[src/rtl/plab5_mcore_mem_req_arbiter.sv]
`default_nettype none
// ============================================================================
// Module   : plab5_mcore_mem_req_arbiter
// Purpose  : Shares one memory request/response port between the icache
//            (port 0) and dcache (port 1) of a plab5 multicore tile. One
//            transaction is in flight at a time: the winning request is
//            latched, sent to memory, and the response is steered back to
//            the requester that owns it.
// Options  : PLAB5_MCORE_MEM_ARB_RR_EN - round-robin between simultaneous
//            requests; when undefined port 0 always wins ties.
// Revision : 1.0 - initial release
// ============================================================================
module plab5_mcore_mem_req_arbiter #(
   parameter int p_opaque_nbits = 8,
   parameter int p_addr_nbits   = 32,
   parameter int p_data_nbits   = 32,
   parameter int REQ_NBITS      = 3 + p_opaque_nbits + p_addr_nbits
                                  + $clog2(p_data_nbits/8) + p_data_nbits,
   parameter int RESP_NBITS     = 3 + p_opaque_nbits
                                  + $clog2(p_data_nbits/8) + p_data_nbits
)(
   input  logic                  clk,
   input  logic                  reset,

   input  logic                  req0_val,
   output logic                  req0_rdy,
   input  logic [REQ_NBITS-1:0]  req0_msg,

   input  logic                  req1_val,
   output logic                  req1_rdy,
   input  logic [REQ_NBITS-1:0]  req1_msg,

   output logic                  memreq_val,
   input  logic                  memreq_rdy,
   output logic [REQ_NBITS-1:0]  memreq_msg,

   input  logic                  memresp_val,
   output logic                  memresp_rdy,
   input  logic [RESP_NBITS-1:0] memresp_msg,

   output logic                  resp0_val,
   input  logic                  resp0_rdy,
   output logic [RESP_NBITS-1:0] resp0_msg,

   output logic                  resp1_val,
   input  logic                  resp1_rdy,
   output logic [RESP_NBITS-1:0] resp1_msg,

   output logic                  grant_id
);

   typedef enum logic [1:0] {
      IDLE = 2'd0,
      SEND = 2'd1,
      WAIT = 2'd2
   } state_t;

   state_t                 r_state;
   state_t                 w_state_next;
   logic                   r_grant_id;
   logic [REQ_NBITS-1:0]   r_msg;
   logic                   w_prio;
   logic                   w_winner;
   logic                   w_accept;
   logic                   w_resp_done;

`ifdef PLAB5_MCORE_MEM_ARB_RR_EN
   logic                   r_prio;

   // Favour the port that was not served last once a response completes.
   always_ff @(posedge clk or posedge reset) begin
      if (reset)
         r_prio <= 1'b0;
      else if (w_resp_done)
         r_prio <= ~r_grant_id;
   end

   assign w_prio = r_prio;
`else
   // Fixed priority: port 0 always wins a tie.
   assign w_prio = 1'b0;
`endif

   // A lone requester wins outright; a tie goes to the favoured port.
   assign w_winner = (req0_val && req1_val) ? w_prio : req1_val;

   // State register; reset aborts any transaction in flight.
   always_ff @(posedge clk or posedge reset) begin
      if (reset)
         r_state <= IDLE;
      else
         r_state <= w_state_next;
   end

   // Capture the winning request and its owner when it is accepted.
   always_ff @(posedge clk or posedge reset) begin
      if (reset) begin
         r_grant_id <= 1'b0;
         r_msg      <= '0;
      end else if (w_accept) begin
         r_grant_id <= w_winner;
         r_msg      <= w_winner ? req1_msg : req0_msg;
      end
   end

   // Next-state and handshake outputs for the current phase.
   always_comb begin
      w_state_next = r_state;
      req0_rdy     = 1'b0;
      req1_rdy     = 1'b0;
      memreq_val   = 1'b0;
      memresp_rdy  = 1'b0;
      resp0_val    = 1'b0;
      resp1_val    = 1'b0;
      w_accept     = 1'b0;
      w_resp_done  = 1'b0;

      case (r_state)
         IDLE: begin
            req0_rdy = req0_val && !w_winner;
            req1_rdy = req1_val &&  w_winner;
            w_accept = req0_val || req1_val;
            if (w_accept)
               w_state_next = SEND;
         end
         SEND: begin
            memreq_val = 1'b1;
            if (memreq_rdy)
               w_state_next = WAIT;
         end
         WAIT: begin
            if (r_grant_id) begin
               resp1_val   = memresp_val;
               memresp_rdy = resp1_rdy;
            end else begin
               resp0_val   = memresp_val;
               memresp_rdy = resp0_rdy;
            end
            w_resp_done = memresp_val && memresp_rdy;
            if (w_resp_done)
               w_state_next = IDLE;
         end
         default: begin
            w_state_next = IDLE;
         end
      endcase
   end

   // Response payload goes to both ports; only the val bit selects the owner.
   assign memreq_msg = r_msg;
   assign resp0_msg  = memresp_msg;
   assign resp1_msg  = memresp_msg;
   assign grant_id   = r_grant_id;

endmodule
`default_nettype wire

[config.mk]
export PLATFORM = sky130hd
export DESIGN_NAME = plab5_mcore_mem_req_arbiter
export DESIGN_NICKNAME = d
export VERILOG_FILES = /design/src/rtl/plab5_mcore_mem_req_arbiter.sv
export SDC_FILE = /design/constraint.sdc
export NUM_CORES = 1
export LEC_CHECK = 0
export BUFFER_PORTS_ARGS = -buffer_cell sky130_fd_sc_hd__buf_2
export CORE_AREA = 8 8 140 142
export DETAILED_ROUTE_END_ITERATION = 16
export DIE_AREA = 0 0 148 150
export SLEW_MARGIN = 20
export SYNTH_ARGS = -nofsm -noshare
export SYNTH_HDL_FRONTEND = slang
export SYNTH_SLANG_ARGS = --single-unit
[constraint.sdc]
create_clock -name clk -period 2.43 [get_ports clk]
set_input_delay 0.1215 -clock clk [delete_from_list [all_inputs] [get_ports clk]]
set_output_delay 0.1215 -clock clk [all_outputs]
set_load 0.01 [all_outputs]
After elaboration in Yosys (flattened, before gate mapping)
Cells that the tools add are included.
{ "word_totals": {"out_inout_bits": 174, "rom_bits": 0, "elab_cells": 33, "latch_bits": 0, "mem_count": 0, "ramBits": 0, "input_bits": 207, "register_bits": 80} }
{ "op_classes": {"bitwise": 0, "mul": 0, "mux": 17, "n_shift": 0, "div": 0, "n_addsub": 0, "n_eq_ne": 5, "order_cmp": 0, "reduce_logical": 8} }
{ "ops": {"columns": ["cell", "n"], "rows": [
  ["77-bit two-way mux", 1],
  ["1-bit two-way mux", 12],
  ["2-bit two-way mux", 3],
  ["2-bit inequality test (second input constant)", 3],
  ["2-bit one-hot mux with 3 select lines", 1],
  ["1-bit logical AND", 4],
  ["3-bit AND reduction", 1],
  ["2-bit by 1-bit == test with 1-bit output (second input constant)", 1],
  ["2-bit == test (second input constant)", 1],
  ["2-bit zero test", 1],
  ["1-bit zero test", 1],
  ["1-bit logical OR", 1]
]} }

Logic depth before layout (Yosys ltp)
Gate-level depths: netlist of the first run.
{ "depth": {"ltp_word": 5, "mapped_depth": 6, "depth_no_buf": 3} }

Worst setup path before layout of the first run
OpenSTA, ideal clock, no wires.
{ "synth_timing": {"kind": "register to register", "startpoint": "register r_state[0]", "endpoint": "register r_msg[20], in the netlist memreq_msg[20]", "period_less_slack_ns": 1.551, "stages_incl_launch_ff": 7, "t_required_ns": 2.305, "slack_ns": 0.879, "setup_time_ns": 0.125, "arrival_ns": 1.426, "path_buffers": 3, "cell_sequence": "dfrtp_1 nor2_1 o21a_1 buf_2 buf_4 buf_6 mux2_4"} }
{ "synth_between": {"elab_chain_cells": 2} }
{ "synth_lines": {"columns": ["item", "line_no", "text"], "rows": [
  ["start, declared", "58", "state_t r_state;"],
  ["start signal, assigned", "92", "r_state <= w_state_next;"],
  ["2-bit zero test", "118", "case (r_state)"],
  ["1-bit two-way mux", "118", null],
  ["end signal, assigned", "102", "r_msg <= w_winner ? req1_msg : req0_msg;"],
  ["end, declared", "61", "logic [REQ_NBITS-1:0] r_msg;"]
]} }
No other way between the ends.
A chain may end at the register's enable or synchronous reset.

Final worst setup path of the first run
{ "layout_timing": {"startpoint": "register r_state[0]", "endpoint": "register r_msg[62], in the netlist memreq_msg[62]"} }
Same word-level chain as after synthesis.

==> results.yml, run 1 <==
placed_design:
  post-dp-hpwl_mm: 10.3
  count_of_input_and_output_buffers: 245
  dpl_cell_area_sq_um: 5580
  place.gp.congestion: 0.701
  place.detailed.instances: 734
timing:
  totalNegativeSetupSlack_ns: 0
  fin_skew_ns: 0.00929
  clock.fmax_ghz: 0.536
  final_period_minus_worst_setup_slack_ns: 1.86
  grt_setup_unrepaired: "false"
  finalHoldViolations: 0
  setup_viol: 0
  finalCritPeriodShare_pct: 76.7
  worstMarginPinSlew_ns: 0.687
  max_slew_violation_count: 0
  max_slew_margin_pct: 54.2
grt:
  grt_overflow_total: 0
  wire_length_of_the_first_global_routing_pass_mm: 19.5
  number_of_antenna_violations_at_the_first_check_in_global_routing: 0
  maximum_number_of_pins_on_one_net_before_global_route_repair: 46
  first_global_vias: 3776
  grt_use_total_pct: 11.1
worst_setup_path:
  cp_max_fo: 35
  worst-endpoint-required_ns: 2.64
  crit_start: "r_state[0]"
  crit-reg2reg-capture: "memreq_msg[62]"
  timing.reg2reg.setup_slack_ns: 0.57
  worstPathArrival_ns: 2.08
  timing.reg2reg.worst_path_depth: 4
  timing.critical_path.from_type: "flip-flop"
  worstSetupEndpointType: "flip-flop"
  timing.setup.critical_path_class: "flip-flop to flip-flop"
  worstReg2RegStart: "r_state[0]"
cts:
  post_cts_buffers: 0
  clock_tree_from_tritoncts: "done"
  tritoncts_buffers: 9
  ctsLongestPathBuffers: 2
  cts_root_buf: "sky130_fd_sc_hd__clkbuf_16"
  clock_sink_count: 80
  worst_setup_hold_path_clk_slew_ns: 0.05
  cts_htree_levels: 3
  clock_insertion_delay_worst_skew_ns: 0.33
synthesis:
  syn_inst: 363
  synth_sequential_area_ratio_pct: 41.7
  yosys_register_bits: 80
  area_share_of_the_largest_cell_type_after_synthesis_pct: 41.7
  area_contributors_post_synth: "sky130_fd_sc_hd__dfrtp_1 (42%), sky130_fd_sc_hd__mux2_2 (27%), sky130_fd_sc_hd__buf_4 (14%), sky130_fd_sc_hd__mux2_4 (12%), sky130_fd_sc_hd__buf_6 (1.4%)"
  synth_area_leader_cell: "sky130_fd_sc_hd__dfrtp_1"
  syn-num-nets: 570
  ys_warn_count: 0
  post_synth.cell_area_avg_sq_um: 13.2
  synth.distinct_cells: 18
  mappedNetlistArea_sq_um: 4810
finish:
  filler_cell_count: 1770
  register_area_sq_um: 2000
  multi_input_comb_area_sq_um: 1990
  final_core_util_pct: 33.5
  finish.net_count: 724
  post_route_cells_drive_above_1_share_pct: 80.7
  num_antenna_cells: 0
  layout-area-overhead-vs-synth_pct: 22.2
  layout.cell_area.non_filler_sq_um: 5870
  final-instance-count-excl-fill: 751
floorplanning:
  core_region_area_sq_um: 17500
  floorplan.io_pins: 381
  die_height_um: 150
  initial_core_util_pct: 27.4
  floorplan.die_area_sq_um: 22200
  die_width_um: 148
  floorplan.rows: 49
drt:
  routedWlPerCell_um: 17.0
  first_pass_iters: 4
  totalWireLength_mm: 12.8
  final_antenna_net_count: 0
  routed-via-count: 3226
  drcViolationCount: 0
  initialDrtViolationCount: 88
  route.detailed.vias_per_inst: 4.30
min_path:
  holdPathStages: 3
  min-delay-start: "memreq_rdy"
  hold-path-endpoint: "r_state[1]"
  timing.hold.worst.class: "primary input to flip-flop"
status:
  status: "finished clean"
pwr:
  power.leakage_nw: 2.87
  power_density_relative_to_cell_area_nw_per_um2: 1130
  power.ir.vdd_worst_v: 0.000471
run:
  max-cap-violations: 0
==> where the power goes <==
group / leakage (nW) / switching (mW) / internal (mW)
Combinational: 1.81 / 1.31 / 1.65
Sequential: 0.936 / 0.364 / 2.03
Clock: 0.133 / 0.536 / 0.723
==> cells by family after synthesis <==
logic type      count (synthesis)  share of synthesized area, %
flops                          80                          41.7
mux                           155                          39.3
compound gates                  5                         0.625
buf+inv                       111                          17.0
simple gates                   12                          1.46
==> stage by stage <==
step           hold slack, ns  setup WS, ns  total power, mW
2_1_floorplan           0.238         0.257             4.43
4_1_cts               0.00493         0.587             6.77
5_1_grt                0.0752         0.475             7.08
3_5_place_dp            0.242         0.592             5.45
3_3_place_gp            0.238         0.636             5.37
6_report               0.0286         0.565             6.61
==> state kept, by name, summed over array words and instances (netlist names) <==
| signal | count |
|---|---|
| memreq_msg | 77 |
| r_state | 2 |
| grant_id | 1 |
==> critical path, cell delays in order (launching register included) <==
cell                      delay, ns
sky130_fd_sc_hd__dfrtp_1       0.40
sky130_fd_sc_hd__nor2_1        0.33
sky130_fd_sc_hd__o21a_4        0.21
sky130_fd_sc_hd__buf_4         0.39
sky130_fd_sc_hd__mux2_2        0.39
==> repair_timing <==
item                      CTS  global route
hold endpoints to repair   35             0
hold buffers                1             0
resized for setup           0             0
==> area by class of cell <==
class | count | share of cell area (%)
clock buffer | 12 | 4.20
clock inverter | 4 | 0.512
inverter | 3 | 0.213
multi-input combinational | 172 | 34.0
sequential | 80 | 34.1
tap | 229 | 4.88
timing repair buffer | 251 | 22.1
==> cells in the mapped netlist <==
| cell type | n |
|---|---|
| sky130_fd_sc_hd__a21o_1 | 1 |
| sky130_fd_sc_hd__a21oi_1 | 1 |
| sky130_fd_sc_hd__and2_1 | 2 |
| sky130_fd_sc_hd__and3_1 | 1 |
| sky130_fd_sc_hd__buf_2 | 11 |
| sky130_fd_sc_hd__buf_4 | 91 |
| sky130_fd_sc_hd__buf_6 | 6 |
| sky130_fd_sc_hd__dfrtp_1 | 80 |
| sky130_fd_sc_hd__inv_1 | 3 |
| sky130_fd_sc_hd__mux2_2 | 116 |
| sky130_fd_sc_hd__mux2_4 | 38 |
| sky130_fd_sc_hd__mux2i_1 | 1 |
| sky130_fd_sc_hd__nand2_1 | 2 |
| sky130_fd_sc_hd__nor2_1 | 3 |
| sky130_fd_sc_hd__nor2b_1 | 3 |
| sky130_fd_sc_hd__nor2b_4 | 1 |
| sky130_fd_sc_hd__o21a_1 | 1 |
| sky130_fd_sc_hd__o21ai_0 | 2 |
==> worst max-delay path by stage <==
| stage | to | cells after the start |
|---|---|---|
| 6_report | memreq_msg[62] | 4 |
| 4_1_cts | memreq_msg[73] | 4 |
| 3_3_place_gp | memreq_msg[41] | 4 |
| 3_5_place_dp | memreq_msg[41] | 4 |
| 2_1_floorplan | grant_id | 1 |
| 5_1_grt | memreq_msg[60] | 4 |
==> layout by cell type (no fill, tap or decap), types with 3 or more instances in the layout <==
| cell | n |
|---|---|
| sky130_fd_sc_hd__mux2_4 | 38 |
| sky130_fd_sc_hd__dfrtp_1 | 80 |
| sky130_fd_sc_hd__clkbuf_16 | 9 |
| sky130_fd_sc_hd__mux2_2 | 116 |
| sky130_fd_sc_hd__buf_4 | 3 |
| sky130_fd_sc_hd__nor2_1 | 3 |
| sky130_fd_sc_hd__nor2b_1 | 3 |
| sky130_fd_sc_hd__buf_2 | 245 |
==> metal layers <==
| layer | vias to the layer above | track usage [%] | wire [um] |
|---|---|---|---|
| li1 | 1464 | - | - |
| met1 | 1510 | 10.5 | 4300 |
| met2 | 213 | 18.9 | 6550 |
| met3 | 39 | 5.84 | 1510 |
| met4 | 0 | 6.73 | 402 |
| met5 | - | 0.227 | 0 |
(Power assumes the default switching activity.)
==> run 2, diff against run 1 <==
--- a/config.mk
+++ b/config.mk
@@ -5,10 +5,11 @@
 export SDC_FILE = /design/constraint.sdc
 export NUM_CORES = 1
 export LEC_CHECK = 0
+export ABC_AREA = 1
 export BUFFER_PORTS_ARGS = -buffer_cell sky130_fd_sc_hd__buf_2
-export CORE_AREA = 8 8 140 142
+export CORE_AREA = 8 8 141 143
 export DETAILED_ROUTE_END_ITERATION = 16
-export DIE_AREA = 0 0 148 150
+export DIE_AREA = 0 0 149 151
 export SLEW_MARGIN = 20
 export SYNTH_ARGS = -nofsm -noshare
 export SYNTH_HDL_FRONTEND = slang
==> constraint.sdc (replaced) <==
create_clock -name clk -period 1.9 [get_ports clk]
set_input_delay 0.095 -clock clk [delete_from_list [all_inputs] [get_ports clk]]
set_output_delay 0.095 -clock clk [all_outputs]
set_load 0.01 [all_outputs]
==> results.yml, run 2 <==
finish:
  final_cell_mix: "sky130_fd_sc_hd__nand2_1 (392), sky130_fd_sc_hd__buf_2 (245), sky130_fd_sc_hd__dfrtp_1 (80)"
  mostFrequentLayoutCell: "sky130_fd_sc_hd__nand2_1"
  finish.net_count: 1048
  number_of_flip_flops_in_the_largest_register: 77
  layout-area-overhead-vs-synth_pct: 22.2
  final-instance-count-excl-fill: 1076
  post_route_cells_drive_above_1_share_pct: 32.4
  final_core_util_pct: 33.7
  layout.cell_area.non_filler_sq_um: 5940
synthesis:
  synth_most_common_cell: "sky130_fd_sc_hd__nand2_1"
  ys_dominant_reg_cell: "sky130_fd_sc_hd__dfrtp_1"
  synth_area_leader_cell: "sky130_fd_sc_hd__dfrtp_1"
  area_contributors_post_synth: "sky130_fd_sc_hd__dfrtp_1 (41%), sky130_fd_sc_hd__nand2_1 (30%), sky130_fd_sc_hd__buf_4 (15%), sky130_fd_sc_hd__nand3_1 (8.0%), sky130_fd_sc_hd__buf_2 (1.9%)"
  area_share_of_the_largest_cell_type_after_synthesis_pct: 41.2
  syn_inst: 705
  synth_async_sr_flop_share_pct: 100
  mappedNetlistArea_sq_um: 4860
  post_synth.cell_area_avg_sq_um: 6.90
  synth_edf_count: 0
  synth.distinct_cells: 17
  synth.cells.most_frequent: "sky130_fd_sc_hd__nand2_1 (392), sky130_fd_sc_hd__buf_4 (99), sky130_fd_sc_hd__dfrtp_1 (80)"
  ys_warn_count: 0
  synth_sequential_area_ratio_pct: 41.2
  syn-num-nets: 912
  yosys_register_bits: 80
pwr:
  power_density_relative_to_cell_area_nw_per_um2: 1360
  total_power_consumption_of_the_routed_design_mw: 8.07
  power.ir.vdd_worst_v: 0.000636
  power.leakage_nw: 3.62
grt:
  maximum_number_of_pins_on_one_net_before_global_route_repair: 81
  grt_overflow_total: 0
  number_of_antenna_violations_at_the_first_check_in_global_routing: 1
  wire_length_of_the_first_global_routing_pass_mm: 23.8
  first_global_vias: 4734
  grt_use_total_pct: 13.2
timing:
  max_slew_violation_count: 0
  fin_skew_ns: 0.00753
  finalHoldViolations: 0
  final_period_minus_worst_setup_slack_ns: 1.43
  worstMarginPinSlew_ns: 0.441
  totalNegativeSetupSlack_ns: 0
  setup_viol: 0
  grt_setup_unrepaired: "false"
  clock.fmax_ghz: 0.698
  max_slew_margin_pct: 70.6
  finalCritPeriodShare_pct: 75.4
drt:
  final_antenna_net_count: 0
  drcViolationCount: 0
  routedWlPerCell_um: 14.1
  initialDrtViolationCount: 131
  totalWireLength_mm: 15.1
  route.detailed.vias_per_inst: 4.30
  routed-via-count: 4625
  first_pass_iters: 4
cts:
  clock_insertion_delay_worst_skew_ns: 0.34
  clock_sink_count: 80
  post_cts_buffers: 0
  cts_root_buf: "sky130_fd_sc_hd__clkbuf_16"
  tritoncts_buffers: 9
  worst_setup_hold_path_clk_slew_ns: 0.06
  cts_resized: 0
  cts_htree_levels: 3
  ctsLongestPathBuffers: 2
  cts-hold-fix-buffers: 2
  clock_tree_from_tritoncts: "done"
placed_design:
  post-dp-hpwl_mm: 11.1
  dpl_cell_area_sq_um: 5620
  place.gp.congestion: 0.727
  place.detailed.instances: 1057
  count_of_input_and_output_buffers: 245
worst_setup_path:
  worstPathArrival_ns: 1.34
  worstSetupEndpointType: "output port"
  worst-endpoint-required_ns: 1.80
  timing.critical_path.from_type: "flip-flop"
  cp_max_fo: 3
  timing.setup.critical_path_class: "flip-flop to output port"
floorplanning:
  core_region_area_sq_um: 17700
  die_height_um: 151
  floorplan.die_area_sq_um: 22500
  die_width_um: 149
  initial_core_util_pct: 27.6
  floorplan.rows: 49
  floorplan.io_pins: 381
status:
  status: "finished clean"
min_path:
  timing.hold.worst.class: "primary input to flip-flop"
run:
  max-cap-violations: 0
run 2: where the power goes:
part	internal (mW)	total (mW)	switching, mW	leakage (nW)
combinational	1.28	3.38	2.10	2.49
clock	1.06	1.74	0.687	0.139
sequential	2.52	2.94	0.425	0.994
total	4.86	8.07	3.21	3.62
run 2: final cells by class:
class / instances / area, sq um
antenna: 1 / 2.50
clock buffer: 12 / 246
clock inverter: 4 / 53.8
fill: 1948 / 11700
inverter: 10 / 41.3
multi-input combinational: 484 / 1950
sequential: 80 / 2000
tap: 229 / 287
timing repair buffer: 256 / 1360
run 2: worst paths after layout:
path                                  end  slack (ns)  cells past startpoint            from
setup / recovery                 req0_rdy        0.47                      4      r_state[0]
hold / removal             memreq_msg[53]        0.04                      5    req0_msg[53]
setup reg to reg           memreq_msg[52]        0.58                      6      r_state[0]
hold reg to reg            memreq_msg[35]        0.47                      2  memreq_msg[35]
max in group asynchronous  memreq_msg[15]        1.10                      4           reset
min in group asynchronous  memreq_msg[70]        0.44                      4           reset
run 2: cell families after synthesis:
logic type | count (synthesis) | synth area share (%)
AO/OA/AOI/OAI | 3 | 0.437
flip-flops | 80 | 41.2
buffers and inverters | 141 | 19.0
AND/OR/NAND/NOR | 481 | 39.4
run 2: critical path, cell delays in order (launching register included):
cell and delay (ns):
sky130_fd_sc_hd__dfrtp_1 0.39, sky130_fd_sc_hd__inv_1 0.10, sky130_fd_sc_hd__nand2_1 0.12, sky130_fd_sc_hd__nor2_1 0.21, sky130_fd_sc_hd__buf_2 0.18
run 2: stage by stage:
step | hold slack (ns) | setup WS [ns]
after floorplan | 0.191 | 0.730
after global placement | 0.190 | 0.625
after detailed placement | 0.190 | 0.590
after CTS | 0.0158 | 0.426
after global routing | 0.0355 | 0.324
final | 0.0360 | 0.468
run 2: per-layer routing:
metal,wire (um),vias to the layer above,GRT usage (%)
met5,0,-,0
met4,480,0,7.27
met3,1350,41,4.42
met2,7120,182,21.3
met1,6190,2056,15.2
li1,-,2346,-
